<file path="config.mk">
export PLATFORM = sky130hd
export DESIGN_NAME = gba_drawer_vram_arbiter
export DESIGN_NICKNAME = d
export VERILOG_FILES = /design/src/rtl/gba_drawer_vram_arbiter.sv
export SDC_FILE = /design/constraint.sdc
export NUM_CORES = 1
export LEC_CHECK = 0
export CAP_MARGIN = 25
export CORE_MARGIN = 10
export CORE_UTILIZATION = 40
export CTS_CLUSTER_DIAMETER = 200
export DETAILED_ROUTE_END_ITERATION = 8
export PLACE_DENSITY = 0.83
export SYNTH_ARGS = -nofsm -noshare
export SYNTH_HDL_FRONTEND = slang
export SYNTH_SLANG_ARGS = --single-unit
</file>
<file path="constraint.sdc">
create_clock -name fclk -period 5 [get_ports fclk]
set_clock_uncertainty 0.1 [all_clocks]
set_input_delay 0.5 -clock fclk [delete_from_list [all_inputs] [get_ports fclk]]
set_output_delay 0.5 -clock fclk [all_outputs]
set_load 0.005 [all_outputs]
</file>
<file path="src/rtl/gba_drawer_vram_arbiter.sv">
// gba_drawer_vram_arbiter
//   Shares the single VRAM drawer read port between NREQ background drawers.
//   Round-robin grant with at most one read issued per cycle. Reads return after
//   a fixed LATENCY and are routed back to their requester by a tag pipeline.
//
// Ports
//   fclk          system clock
//   reset         synchronous, active-high reset
//   drawline      line start; resets the round-robin pointer only
//   req           per-requester read request (level)
//   req_addr      packed word addresses, requester i at [i*AW +: AW]
//   vram_rd       read strobe to the VRAM port
//   vram_addr     word address to the VRAM port (holds when idle)
//   vram_data     VRAM read data, valid the cycle after edge grant+LATENCY
//   drawer_valid  one-hot, one-cycle return strobe
//   drawer_data   return data, shared by all requesters; holds between returns
//   busy          a read is being issued or is in flight
module gba_drawer_vram_arbiter #(
  parameter int NREQ    = 4,
  parameter int AW      = 14,
  parameter int DW      = 32,
  parameter int LATENCY = 2
) (
  input  logic               fclk,
  input  logic               reset,
  input  logic               drawline,
  input  logic [NREQ-1:0]    req,
  input  logic [NREQ*AW-1:0] req_addr,
  output logic               vram_rd,
  output logic [AW-1:0]      vram_addr,
  input  logic [DW-1:0]      vram_data,
  output logic [NREQ-1:0]    drawer_valid,
  output logic [DW-1:0]      drawer_data,
  output logic               busy
);

  localparam int IW = (NREQ > 2) ? $clog2(NREQ) : 1;

  logic [NREQ-1:0]         pending_reg;
  logic [IW-1:0]           rr_ptr_reg;
  logic                    vram_rd_reg;
  logic [AW-1:0]           vram_addr_reg;
  logic [NREQ-1:0]         drawer_valid_reg;
  logic [DW-1:0]           drawer_data_reg;

  // Tag pipeline has one stage beyond LATENCY: the tag is needed at the edge
  // that captures vram_data, which is one edge after the data appears.
  logic [LATENCY:0]        tag_valid_reg;
  logic [LATENCY:0][IW-1:0] tag_idx_reg;

  logic [AW-1:0]           addr_arr [NREQ];
  logic [NREQ-1:0]         ret_onehot;
  logic [NREQ-1:0]         grant_onehot;
  logic [NREQ-1:0]         eligible;
  logic                    grant_found;
  logic [IW-1:0]           grant_idx;
  logic [IW-1:0]           rr_ptr_next;

  genvar gi;
  generate
    for (gi = 0; gi < NREQ; gi++) begin : g_req
      assign addr_arr[gi]     = req_addr[gi*AW +: AW];
      // Return being launched on this edge; always a subset of pending.
      assign ret_onehot[gi]   = tag_valid_reg[LATENCY] && (tag_idx_reg[LATENCY] == IW'(gi));
      assign grant_onehot[gi] = grant_found && (grant_idx == IW'(gi));
    end
  endgenerate

  // A requester with a read outstanding may not issue another; its pending bit
  // clears on the edge that raises its drawer_valid, so a held req is granted
  // again on the following edge.
  assign eligible = req & ~pending_reg & ~ret_onehot;

  // First eligible requester at or after rr_ptr, searching cyclically.
  always_comb begin
    int cand;
    grant_found = 1'b0;
    grant_idx   = '0;
    for (int k = 0; k < NREQ; k++) begin
      cand = int'(rr_ptr_reg) + k;
      if (cand >= NREQ) cand = cand - NREQ;
      if (!grant_found && eligible[cand]) begin
        grant_found = 1'b1;
        grant_idx   = IW'(cand);
      end
    end
  end

  // drawline wins over the post-grant pointer advance; the grant itself has
  // already used the old pointer.
  always_comb begin
    rr_ptr_next = rr_ptr_reg;
    if (grant_found) begin
      if (grant_idx == IW'(NREQ - 1)) rr_ptr_next = '0;
      else                            rr_ptr_next = grant_idx + 1'b1;
    end
    if (drawline) rr_ptr_next = '0;
  end

  always_ff @(posedge fclk) begin
    if (reset) begin
      pending_reg      <= '0;
      rr_ptr_reg       <= '0;
      vram_rd_reg      <= 1'b0;
      vram_addr_reg    <= '0;
      drawer_valid_reg <= '0;
      drawer_data_reg  <= '0;
      tag_valid_reg    <= '0;
      tag_idx_reg      <= '0;
    end else begin
      vram_rd_reg <= grant_found;
      if (grant_found) vram_addr_reg <= addr_arr[grant_idx];

      tag_valid_reg[0] <= grant_found;
      tag_idx_reg[0]   <= grant_idx;
      for (int k = 1; k <= LATENCY; k++) begin
        tag_valid_reg[k] <= tag_valid_reg[k-1];
        tag_idx_reg[k]   <= tag_idx_reg[k-1];
      end

      pending_reg      <= (pending_reg & ~ret_onehot) | grant_onehot;
      drawer_valid_reg <= ret_onehot;
      if (tag_valid_reg[LATENCY]) drawer_data_reg <= vram_data;

      rr_ptr_reg <= rr_ptr_next;
    end
  end

  assign vram_rd      = vram_rd_reg;
  assign vram_addr    = vram_addr_reg;
  assign drawer_valid = drawer_valid_reg;
  assign drawer_data  = drawer_data_reg;
  assign busy         = vram_rd_reg | (|pending_reg);

endmodule

</file>
; Word level (Yosys, flattened, before mapping)
; Cells that the tools add are included.
[classes]
n_shift = 0
order_cmp = 9
n_bitwise = 8
n_eq_ne = 6
addsub = 8
n_mul = 0
div = 0
reduce_logical = 18
muxes = 28
[op_table]
columns = op, n
row1 = "32-bit by 4-bit less-than comparator with 1-bit output, second input constant", 4
row2 = 32-bit 2-to-1 mux, 4
row3 = 14-bit binary-select mux with 2-bit select, 1
row4 = 14-bit 2-to-1 mux, 2
row5 = 4-bit AND, 3
row6 = "3-bit greater-or-equal comparator, second input constant", 4
row7 = 1-bit 2-to-1 mux, 12
row8 = "3-bit by 3-bit subtractor with 4-bit output, second input constant", 3
row9 = 1-bit logical AND, 11
row10 = 2-bit 2-to-1 mux, 5
row11 = 1-bit binary-select mux with 2-bit select, 4
row12 = "2-bit == test, second input constant", 4
row13 = 4-bit NOT, 2
row14 = "2-bit by 2-bit adder with 3-bit output, second input constant", 2
row15 = "2-bit by 1-bit == test with 1-bit output, second input constant", 2
row16 = 2-bit logical NOT, 2
row17 = 4-bit bitwise OR, 1
row18 = 4-bit OR reduction, 1
row19 = "2-bit by 3-bit subtractor with 4-bit output, second input constant", 1
row20 = "2-bit by 1-bit adder with 3-bit output, second input constant", 1
row21 = "2-bit by 3-bit greater-or-equal comparator with 1-bit output, second input constant", 1
row22 = 1-bit logical NOT, 3
row23 = 2-bit NOT with 3-bit output, 1
row24 = "2-bit by 1-bit adder with 2-bit output, second input constant", 1
row25 = 2 further kinds, 2
[word_totals]
word_cells = 87
out_inout_bits = 52
romBits = 0
in_bits = 95
regBits = 66
ramBits = 0
memories = 0
latch_bits = 0

; Longest topological paths before layout
; Gate-level depths: netlist of the first run.
[depth]
depth_word = 21
mapped_depth = 9
ltp_nobuf = 8

; Worst setup path after synthesis of the first run
; OpenSTA, ideal clock, no wires.
[synth_timing]
path_kind = reg-to-reg
startpoint = reg tag_idx_reg[5] (netlist name)
endpoint = reg rr_ptr_reg[1]
slack_ns = 2.884
setup_ns = 0.129
arrival_time_ns = 1.887
required_ns = 4.771
stages_incl_launch_ff = 10
synth_period_minus_slack_ns = 2.116
n_path_buf = 2
cell_sequence = dfxtp_1 or3b_1 buf_6 a32oi_2 o221ai_2 buf_2 inv_1 ha_1 a21oi_1 nor3_1
[synth_via]
elab_chain_cells = 19
elab_cells_between_ends = 39
[synth_lines]
columns = element, line_no
row1 = "start, declared", 49  ; logic [LATENCY:0][IW-1:0] tag_idx_reg;
row2 = "start signal, assigned by index", 118  ; tag_idx_reg[k] <= tag_idx_reg[k-1];
row3 = 2-bit by 1-bit == test with 1-bit output (tied with other cells), 64  ; assign ret_onehot[gi] = tag_valid_reg[LATENCY] && (tag_idx_reg[LATENCY] == IW'(gi));
row4 = 1-bit logical AND, 64
row5 = 4-bit NOT *, 72  ; assign eligible = req & ~pending_reg & ~ret_onehot;
row6 = 4-bit AND *, 72
row7 = 1-bit binary-select mux with 2-bit select, 82  ; if (!grant_found && eligible[cand]) begin
row8 = 1-bit 2-to-1 mux (not written as such) (2 in a row), 82
row9 = 1-bit 2-to-1 mux, 82
row10 = 1-bit logical NOT, 82
row11 = [3 not listed], -
row12 = 1-bit logical AND, 82
row13 = 1-bit 2-to-1 mux, 82
row14 = 1-bit logical NOT, 82
row15 = 1-bit logical AND, 82
row16 = 2-bit 2-to-1 mux *, 82
row17 = net grant_idx[1], 56  ; logic [IW-1:0] grant_idx;
row18 = 2-bit by 1-bit adder with 2-bit output / 2-bit == test (equally long branches), "95, 94"
row19 = 2-bit 2-to-1 mux *, 94  ; if (grant_idx == IW'(NREQ - 1)) rr_ptr_next = '0;
row20 = "end signal, assigned", 125  ; rr_ptr_reg <= rr_ptr_next;
row21 = "end, declared", 40  ; logic [IW-1:0] rr_ptr_reg;
; Mark *: on every way through the listed nets, which the timed path passes. The rest lies on a longest branch. The select of a mux whose other input is x is not followed.
; A chain may end at the register's enable or synchronous reset.

; Worst setup path in the final report of the first run
[layout_timing]
startpoint = reg tag_valid_reg[2]
endpoint = reg vram_addr_reg[10] (netlist: vram_addr[10])
[layout_via]
elab_chain_cells = 20
elab_cells_between_ends = 36
[layout_lines]
columns = element, line_no
row1 = "start, declared", 48  ; logic [LATENCY:0] tag_valid_reg;
row2 = "start signal, assigned by index", 117  ; tag_valid_reg[k] <= tag_valid_reg[k-1];
row3 = 1-bit logical AND, 64
row4 = 4-bit NOT *, 72
row5 = 4-bit AND *, 72
row6 = 1-bit binary-select mux with 2-bit select, 82
row7 = 1-bit 2-to-1 mux (not written as such) (2 in a row), 82
row8 = 1-bit 2-to-1 mux, 82
row9 = 1-bit logical NOT, 82
row10 = 1-bit logical AND, 82
row11 = [2 not listed], -
row12 = 1-bit logical AND, 82
row13 = 1-bit 2-to-1 mux, 82
row14 = 1-bit logical NOT, 82
row15 = 1-bit logical AND, 82
row16 = 2-bit 2-to-1 mux, 82
row17 = 2-bit NOT with 3-bit output (not written as such), 112  ; if (grant_found) vram_addr_reg <= addr_arr[grant_idx];
row18 = 14-bit binary-select mux with 2-bit select, 112
row19 = 14-bit 2-to-1 mux (not written as such) (2 in a row), 112
row20 = "end signal, assigned", 112
row21 = "end, declared", 42  ; logic [AW-1:0] vram_addr_reg;
; Mark *: on every way between the ends. The rest lies on a longest branch, timed or not. The select of a mux whose other input is x is not followed.

==> metrics.txt, run 1 <==
CTS max path bufs 2; min cycle time layout 2.63 ns; Pins Over Slew Limit 0; dominant synthesized flop cell dfxtp_1; P&R area growth vs syn 61.1%; Total Die Area 0.0106 mm²; max reg flops 32; residual DRC count 0; Setup Fix Bufs, Post-CTS 0; sum of overflow across all layers after global routing 0; share of flip-flops with an asynchronous set or reset 0%; post-synthesis instance area 0.00275 mm²; number of enable flip-flop cells after synthesis 0; number of I/O port buffers 146; standard cell core area 0.00672 mm²; effective utilization at floorplan 40.9%; via count of the first global-routing pass 2609; RSZ-0062 raised after global routing false; Power Density 337 mW/mm²; endpoint type of the worst setup path flop; setup slack at placement 1.77 ns; average wire per cell in the routed design 16.9 µm; status complete, no violations; overall routing resource usage 15.3%; fraction of layout cells with a size suffix above 1 6.71%; final weighted congestion in routability-driven placement 0.787; Worst EP arrival 2.74 ns; TritonCTS clock tree yes; Netlist cell types 36; clock slew seen by the registers of the worst setup and hold paths 0.07 ns; yosys synthesis warning count 0; startpoint type of the worst setup path flop; slew of the pin with the lowest slew margin 0.912 ns; number of iterations in the first detailed-routing pass 4; antenna violation net count after detailed routing 0; Req. time, crit path 5.11 ns; initial antenna violation count 0; Crit Path Max Fanout 25; net switching share of the total power 29.6%; Clock Latency Late Sink 0.34 ns; wirelength, routed 8380 µm; count of H-tree levels built during CTS 3; clock power share 25.8%; detailed-placement wirelength estimate 6670 µm; total nets after synthesis 368; Final WS setup 2.37 ns; Mapped Cells 269; first-pass GRT wire length 12600 µm; share of total power in sequential cells 41.7%; type of the most critical hold path reg -> reg; reported net switching power 0.441 mW; FMAX 380 MHz; iteration-0 DRC count of the detailed router 84; standby leakage power 1.77 nW; sequential-to-total area share from yosys stat 47.3%; IR drop worst, VDD 0.000162 V; number of max-capacitance violations reported 0; largest net degree at the start of global routing 53; critical path start-end classification reg -> reg; proportion of power drawn by combinational gates 32.5%; number of hold-slack violations in the final timing report 0; Area contributors post-synth dfxtp_1, mux2i_1, nor2_1; total I/O pin count 147; number of inserted diodes 0; most frequently used cell type in the post-synthesis netlist dfxtp_1; fraction of the cycle the final worst path needs 52.6%; cts bufs inserted 9; top cell type by total area after synthesis dfxtp_1; die boundary width 103 µm; count of instances resized after the clock tree is built 0; post-synthesis average cell area 10.2 µm²; Int Power 1.05 mW; R2R Setup Slk 2.37 ns; number of clock sinks 65; fraction of synthesized cell area taken by the top area cell type 47.3%; Vias 2452; Slew Limit Headroom 39.2%; number of failing setup endpoints in the final timing report 0; vias per std cell 4.93; final-stage net count 511; ranking of synthesized cells by instance count dfxtp_1, mux2i_1, nor2_1, a2bb2oi_1, o21ai_1; die height 103 µm; cell chosen for the clock root clkbuf_8; TNS Setup 0 ns; number of hold buffers added after CTS 0; number of flip-flops and latches in the synthesized netlist 65; number of placement rows 30
-- worst paths after layout --
path,startpoint,end,cells past startpoint
hold / removal,tag_idx_reg[1]$_SDFF_PP0_,tag_idx_reg[3]$_SDFF_PP0_,1
setup / recovery,tag_valid_reg[2]$_SDFF_PP0_,vram_addr[10]$_SDFFE_PP0P_,8
hold reg to reg,tag_idx_reg[1]$_SDFF_PP0_,tag_idx_reg[3]$_SDFF_PP0_,1
setup reg to reg,tag_valid_reg[2]$_SDFF_PP0_,vram_addr[10]$_SDFFE_PP0P_,8
-- worst max-delay path: stages (launching register included) --
cell       delay (ns)
dfxtp_2          0.55
or3b_1           0.52
a32oi_1          0.32
o221ai_4         0.21
buf_12           0.22
buf_4            0.18
mux2i_1          0.14
a2bb2oi_1        0.17
o21ai_1          0.08
-- cell families (layout without fill, tap and decap cells) --
kind of cell,after synthesis,count (layout),synth area share [%]
DFF,65,65,47.3
buffers and inverters,21,169,3.91
muxes,60,60,21.8
and+or+nand+nor,76,76,13.5
AOI/OAI and AO/OA,43,43,11.6
adders and majority gates,4,4,1.82
-- layout by cell type (no fill, tap or decap), types with 4 or more instances in the layout --
cell type,count
dfxtp_1,64
nor2_1,46
a2bb2oi_1,15
clkbuf_8,9
mux2i_1,60
inv_1,4
nand3b_1,4
a22oi_1,4
o21ai_1,14
ha_1,4
clkdlybuf4s50_1,145
nor2b_1,7
-- routing by layer --
layer	track usage (%)	routed length, µm	up-vias
met4	6.52	123	0
met5	0	0	-
met1	15.5	3270	1080
met2	23.8	3610	130
li1	-	-	1233
met3	10.8	1380	9
-- power groups by stage --
stage	sequential, mW	clock, mW	combinational [mW]
CTS	0.622	0.395	0.484
detailed placement	0.634	0	0.482
finish	0.622	0.385	0.485
floorplan	0.631	0	0.258
global placement	0.630	0	0.471
global route	0.630	0.416	0.530
-- final cells by class --
class,count,area (µm²)
Inverter,4,15.0
Sequential cell,65,1300
Clock buffer,9,124
Multi-Input combinational cell,183,1350
Clock inverter,7,46.3
Tap cell,80,100
Timing Repair Buffer,149,1490
Fill cell,552,2290
-- through the flow --
step | std cells | instance area, µm² | hold WS [ns] | util, % | total power, mW
finish | 497 | 4430 | 0.349 | 66.0 | 1.49
global placement | 480 | 4240 | 0.318 | 63.1 | 1.10
global route | 497 | 4430 | 0.359 | 66.0 | 1.58
floorplan | 269 | 2750 | 0.314 | - | 0.888
detailed placement | 480 | 4240 | 0.337 | 63.1 | 1.12
CTS | 496 | 4410 | 0.351 | 65.7 | 1.50
Power figures use the tool's default switching activity.
==> run 2, diff against run 1 <==
- CORE_UTILIZATION: 40 -> 35
- PLACE_DENSITY: 0.83 -> 0.77
- clock period: 5 -> 2.1 ns (I/O delays scaled with it)
==> metrics.txt, run 2 (synthesized netlist as in run 1, its figures left out) <==
Slew Limit Headroom 64.0% (was 39.2%); slowest cell on the critical path or3b_4 (was dfxtp_2); setup slack at placement -0.155 ns (was 1.77 ns); max reg flops 32 (unchanged); clock slew seen by the registers of the worst setup and hold paths 0.07 ns (about the same); FMAX 479 MHz (was 380 MHz); Clock Latency Late Sink 0.32 ns (was 0.34 ns); wirelength, routed 8690 µm (was 8380 µm); min cycle time layout 2.09 ns (was 2.63 ns); detailed-placement wirelength estimate 6780 µm (was 6670 µm); Total Die Area 0.0118 mm² (was 0.0106 mm²); iteration-0 DRC count of the detailed router 72 (was 84); CTS max path bufs 2 (unchanged); number of iterations in the first detailed-routing pass 4 (unchanged); number of placement rows 32 (was 30); critical path's top delay family compound AO/OA/AOI/OAI gates (unchanged); reported net switching power 1.06 mW (was 0.441 mW); count of H-tree levels built during CTS 3 (unchanged); final instance area 0.00475 mm² (was 0.00443 mm²); effective utilization at floorplan 35.8% (was 40.9%); number of failing setup endpoints in the final timing report 0 (unchanged); top library cells by usage in the layout, fill and taps aside clkdlybuf4s50_1, dfxtp_1, mux2i_1 (unchanged); cell chosen for the clock root clkbuf_8 (unchanged); largest net degree at the start of global routing 33 (was 53); number of inserted diodes 0 (unchanged); overall routing resource usage 14.4% (was 15.3%); TritonCTS clock tree yes (unchanged); fraction of the cycle the final worst path needs 99.4% (was 52.6%); final weighted congestion in routability-driven placement 0.810 (was 0.787); die height 109 µm (was 103 µm); number of hold-slack violations in the final timing report 0 (unchanged); vias per std cell 4.79 (was 4.93); Int Power 2.72 mW (was 1.05 mW); net switching share of the total power 28.0% (was 29.6%); total buffers and inverters traversed by the critical path 2 (unchanged); via count of the first global-routing pass 2758 (was 2609); Req. time, crit path 2.22 ns (was 5.11 ns); average wire per cell in the routed design 15.9 µm (was 16.9 µm); number of max-capacitance violations reported 0 (unchanged); startpoint type of the worst setup path flop (unchanged); fraction of layout cells with a size suffix above 1 13.3% (was 6.71%); antenna violation net count after detailed routing 0 (unchanged); Largest stage delay, worst path 0.42 ns (was 0.55 ns); endpoint type of the worst setup path flop (unchanged); P&R area growth vs syn 72.9% (was 61.1%); R2R Setup Slk 0.01 ns (was 2.37 ns); standby leakage power 1.92 nW (was 1.77 nW); proportion of power drawn by combinational gates 37.5% (was 32.5%); standard cell core area 0.00769 mm² (was 0.00672 mm²); chain of cells forming the critical path or3b_4 -> a32oi_2 -> o221ai_4 -> buf_12 -> buf_4 -> mux2i_2 -> o21ai_1 (was or3b_1 -> a32oi_1 -> o221ai_4 -> buf_12 -> buf_4 -> mux2i_1 -> a2bb2oi_1 -> o21ai_1); Crit Path Max Fanout 10 (was 25); share of total power in sequential cells 39.1% (was 41.7%); initial antenna violation count 0 (unchanged); post-detailed-placement cell area 0.00450 mm² (was 0.00424 mm²); slew of the pin with the lowest slew margin 0.539 ns (was 0.912 ns); RSZ-0062 raised after global routing true (was false); number of clock sinks 65 (unchanged); Power Density 796 mW/mm² (was 337 mW/mm²); IR drop worst, VDD 0.000409 V (was 0.000162 V); die boundary width 109 µm (was 103 µm); critical path start-end classification reg -> reg (unchanged); leading cell type in the layout, fill and taps excluded clkdlybuf4s50_1 (unchanged); sum of overflow across all layers after global routing 0 (unchanged); status complete, no violations (unchanged); Vias 2608 (was 2452); final-stage net count 538 (was 511); Pins Over Slew Limit 0 (unchanged); number of I/O port buffers 146 (unchanged); Final WS setup 0.0136 ns (was 2.37 ns); first-pass GRT wire length 13500 µm (was 12600 µm); TNS Setup 0 ns (unchanged); number of hold buffers added after CTS 0 (unchanged); cts bufs inserted 9 (unchanged); Worst EP arrival 2.20 ns (was 2.74 ns); residual DRC count 0 (unchanged); clock power share 23.5% (was 25.8%); total I/O pin count 147 (unchanged); type of the most critical hold path in -> reg (was reg -> reg)
==> run 2: final cells by class <==
type	instances	area (µm²)
fill	674	2930
timing repair buffer	176	1760
multi-input combinational	183	1390
sequential	65	1300
clock buffer	12	145
tap	102	128
clock inverter	3	17.5
inverter	4	15.0
==> run 2: repair_timing <==
action	in CTS	in global routing
endpoints found under the setup margin	14	18
setup buffers	0	5
gates cloned	0	1
resized for setup	2	6
==> run 2: power by group through the flow <==
stage | clock network, mW | logic [mW] | registers, mW
after floorplan | 0 | 0.617 | 1.50
after global placement | 0 | 1.31 | 1.50
after detailed placement | 0 | 1.33 | 1.50
after CTS | 0.931 | 1.34 | 1.48
after global routing | 0.977 | 1.53 | 1.50
final | 0.887 | 1.42 | 1.48
==> run 2: metal layers <==
layer	wire (µm)	track usage, %
met2	3860	22.5
met5	0	0
met3	1170	8.38
met4	134	6.69
met1	3530	15.3
==> run 2: worst register-to-register path: stages, from the launching register on <==
cell and delay [ns]:
dfxtp_2 0.34, or3b_4 0.42, a32oi_2 0.26, o221ai_4 0.23, buf_12 0.21, buf_4 0.15
mux2i_2 0.19, o21ai_1 0.08
==> run 2: worst paths after layout <==
check | depth (start not counted) | endpoint | startpoint
setup / recovery | 7 | vram_addr[8]$_SDFFE_PP0P_ | tag_valid_reg[2]$_SDFF_PP0_
hold / removal | 2 | tag_valid_reg[0]$_SDFF_PP0_ | reset
setup reg to reg | 7 | vram_addr[8]$_SDFFE_PP0P_ | tag_valid_reg[2]$_SDFF_PP0_
hold reg to reg | 1 | tag_idx_reg[3]$_SDFF_PP0_ | tag_idx_reg[1]$_SDFF_PP0_
==> run 2: metrics by stage <==
| stage | cells | power (mW) | utilization (%) | hold slack [ns] |
|---|---|---|---|---|
| floorplan | 269 | 2.12 | - | 0.188 |
| global placement | 524 | 2.80 | 58.5 | 0.325 |
| detailed placement | 524 | 2.83 | 58.5 | 0.322 |
| CTS | 539 | 3.75 | 60.7 | 0.00374 |
| global route | 545 | 4.01 | 61.8 | 0.00901 |
| finish | 545 | 3.78 | 61.8 | 0.00610 |
==> run 3, diff against run 2 <==
- CORE_MARGIN: 10 -> unset
- HOLD_SLACK_MARGIN: unset -> 0.08
==> metrics.txt, run 3 (synthesized netlist as in run 1, its figures left out) <==
hold slack 0.103 ns (was 0.00610 ns); Power Density 831 mW/mm² (was 796 mW/mm²); r2r worst-path depth 7 (unchanged); overall routing resource usage 18.6% (was 14.4%); Slew Limit Headroom 72.4% (was 64.0%); failing checks negative setup slack; total I/O pin count 147 (unchanged); leading cell type in the layout, fill and taps excluded clkdlybuf4s50_1 (unchanged); die boundary width 90.6 µm (was 109 µm); P&R area growth vs syn 73.5% (was 72.9%); cts bufs inserted 9 (unchanged); effective utilization at floorplan 37.1% (was 35.8%); total buffers and inverters traversed by the critical path 1 (was 2); fraction of the cycle the final worst path needs 105% (was 99.4%); status complete, but fails checks (was complete, no violations); hold path startpoint reset (unchanged); Pins Over Slew Limit 0 (unchanged); chain of cells forming the critical path or3b_4 -> a32oi_2 -> o221ai_4 -> buf_12 -> mux2i_1 -> a2bb2oi_1 -> o21ai_1 (was or3b_4 -> a32oi_2 -> o221ai_4 -> buf_12 -> buf_4 -> mux2i_2 -> o21ai_1); number of hold-slack violations in the final timing report 0 (unchanged); largest net degree at the start of global routing 26 (was 33); RSZ-0062 raised after global routing true (unchanged); number of fill cells in the layout 613 (was 674); residual DRC count 0 (unchanged); Req. time, crit path 2.21 ns (was 2.22 ns); standby leakage power 1.93 nW (was 1.92 nW); Largest stage delay, worst path 0.42 ns (about the same); first-pass GRT wire length 12100 µm (was 13500 µm); count of H-tree levels built during CTS 3 (unchanged); antenna violation net count after detailed routing 0 (unchanged); Vias 2638 (was 2608); standard cell core area 0.00741 mm² (was 0.00769 mm²); via count of the first global-routing pass 2696 (was 2758); cell chosen for the clock root clkbuf_8 (unchanged); iteration-0 DRC count of the detailed router 107 (was 72); final-stage net count 535 (was 538); number of stages on the worst hold path 2 (unchanged); Clock Latency Late Sink 0.33 ns (was 0.32 ns); R2R Setup Slk -0.10 ns (was 0.01 ns); number of failing setup endpoints in the final timing report 1 (was 0); vias per std cell 4.89 (was 4.79); average wire per cell in the routed design 14.3 µm (was 15.9 µm); Min-Delay Endpoint drawer_valid[1]$_SDFF_PP0_ (was tag_valid_reg[0]$_SDFF_PP0_); final weighted congestion in routability-driven placement 0.875 (was 0.810); number of I/O port buffers 146 (unchanged); wirelength, routed 7680 µm (was 8690 µm); max reg flops 32 (unchanged); TNS Setup -0.102 ns (was 0 ns); detailed-placement wirelength estimate 5710 µm (was 6780 µm); number of max-capacitance violations reported 0 (unchanged); number of iterations in the first detailed-routing pass 4 (unchanged); slew of the pin with the lowest slew margin 0.414 ns (was 0.539 ns); IR drop worst, VDD 0.000399 V (was 0.000409 V); fraction of layout cells with a size suffix above 1 13.2% (was 13.3%); min cycle time layout 2.20 ns (was 2.09 ns); critical path start-end classification reg -> reg (unchanged); CTS max path bufs 2 (unchanged); critical path's top delay family compound AO/OA/AOI/OAI gates (unchanged); FMAX 454 MHz (was 479 MHz); slowest cell on the critical path or3b_4 (unchanged); type of the most critical hold path in -> reg (unchanged); Total Die Area 0.00822 mm² (was 0.0118 mm²); clock slew seen by the registers of the worst setup and hold paths 0.06 ns (was 0.07 ns); startpoint type of the worst setup path flop (unchanged); die height 90.6 µm (was 109 µm); Worst EP arrival 2.31 ns (was 2.20 ns); Final WS setup -0.102 ns (was 0.0136 ns); number of placement rows 31 (was 32); startpoint of the worst register-to-register path tag_idx_reg[5]$_SDFF_PP0_ (was tag_valid_reg[2]$_SDFF_PP0_); Crit Path Max Fanout 6 (was 10); worst reg2reg endpoint vram_addr[12]$_SDFFE_PP0P_ (was vram_addr[8]$_SDFFE_PP0P_); number of clock sinks 65 (unchanged); top library cells by usage in the layout, fill and taps aside clkdlybuf4s50_1, dfxtp_1, mux2i_1 (unchanged); initial antenna violation count 0 (unchanged); number of inserted diodes 0 (unchanged); endpoint type of the worst setup path flop (unchanged); sum of overflow across all layers after global routing 0 (unchanged); TritonCTS clock tree yes (unchanged)
## run 3: changes by cell type in the layout (fill, tap and decap cells not counted), moves of 2 or more
cell      delta
dfxtp_1      -2
clkbuf_8     +3
buf_12       -2
dfxtp_2      +2
buf_4        -4
clkbuf_1     -2
## run 3: repair_timing
action | CTS | global route
setup buffers | 0 | 4
gates cloned | 0 | 2
hold buffers | 0 | 0
pin swaps | 0 | 4
endpoints found under the setup margin | 16 | 20
resized for setup | 4 | 7
## run 3: report_power, final
part	leakage, nW	internal (mW)	switching (mW)
sequential	0.533	1.39	0.0995
clock	0.112	0.670	0.445
combinational	1.29	0.852	0.509
total	1.93	2.91	1.05
## run 3: layer usage
metal | global-route usage, % | vias to the layer above | wire (µm)
met5 | 0 | - | 0
met4 | 7.53 | 0 | 142
met3 | 7.66 | 13 | 754
met2 | 32.3 | 140 | 3650
met1 | 20.0 | 1197 | 3140
li1 | - | 1288 | -
## run 3: final cells by class
class	count	area (µm²)	share of cell area, %
flip-flops and latches	65	1310	27.3
well taps	99	124	2.60
clock buffers	13	179	3.75
inverters	4	15.0	0.315
multi-input cells	183	1370	28.7
clock inverters	2	35.0	0.734
repair buffers	173	1740	36.5
## run 3: worst max path at each step
| stage | depth (start not counted) | from | end | slack (ns) |
|---|---|---|---|---|
| after detailed placement | 8 | req[0] | vram_addr[8]$_SDFFE_PP0P_ | -0.13 |
| after global placement | 8 | req[1] | vram_addr[1]$_SDFFE_PP0P_ | -0.05 |
| after CTS | 7 | tag_idx_reg[5]$_SDFF_PP0_ | vram_addr[8]$_SDFFE_PP0P_ | 0.004 |
| after floorplan | 9 | tag_idx_reg[5]$_SDFF_PP0_ | rr_ptr_reg[1]$_SDFFE_PP0P_ | 0.01 |
| after global routing | 8 | tag_idx_reg[4]$_SDFF_PP0_ | vram_addr[12]$_SDFFE_PP0P_ | -0.19 |
| final | 7 | tag_idx_reg[5]$_SDFF_PP0_ | vram_addr[12]$_SDFFE_PP0P_ | -0.10 |
## run 3: through the flow
stage               worst slack, ns  std cells  utilization [%]  power (mW)  area [µm²]
floorplan                    0.0139        269                -        2.12        2750
global placement            -0.0550        518             60.0        2.76        4450
detailed placement           -0.132        518             60.0        2.78        4450
CTS                         0.00426        533             63.1        3.93        4680
global route                 -0.194        539             64.4        4.20        4770
finish                       -0.102        539             64.4        3.97        4770
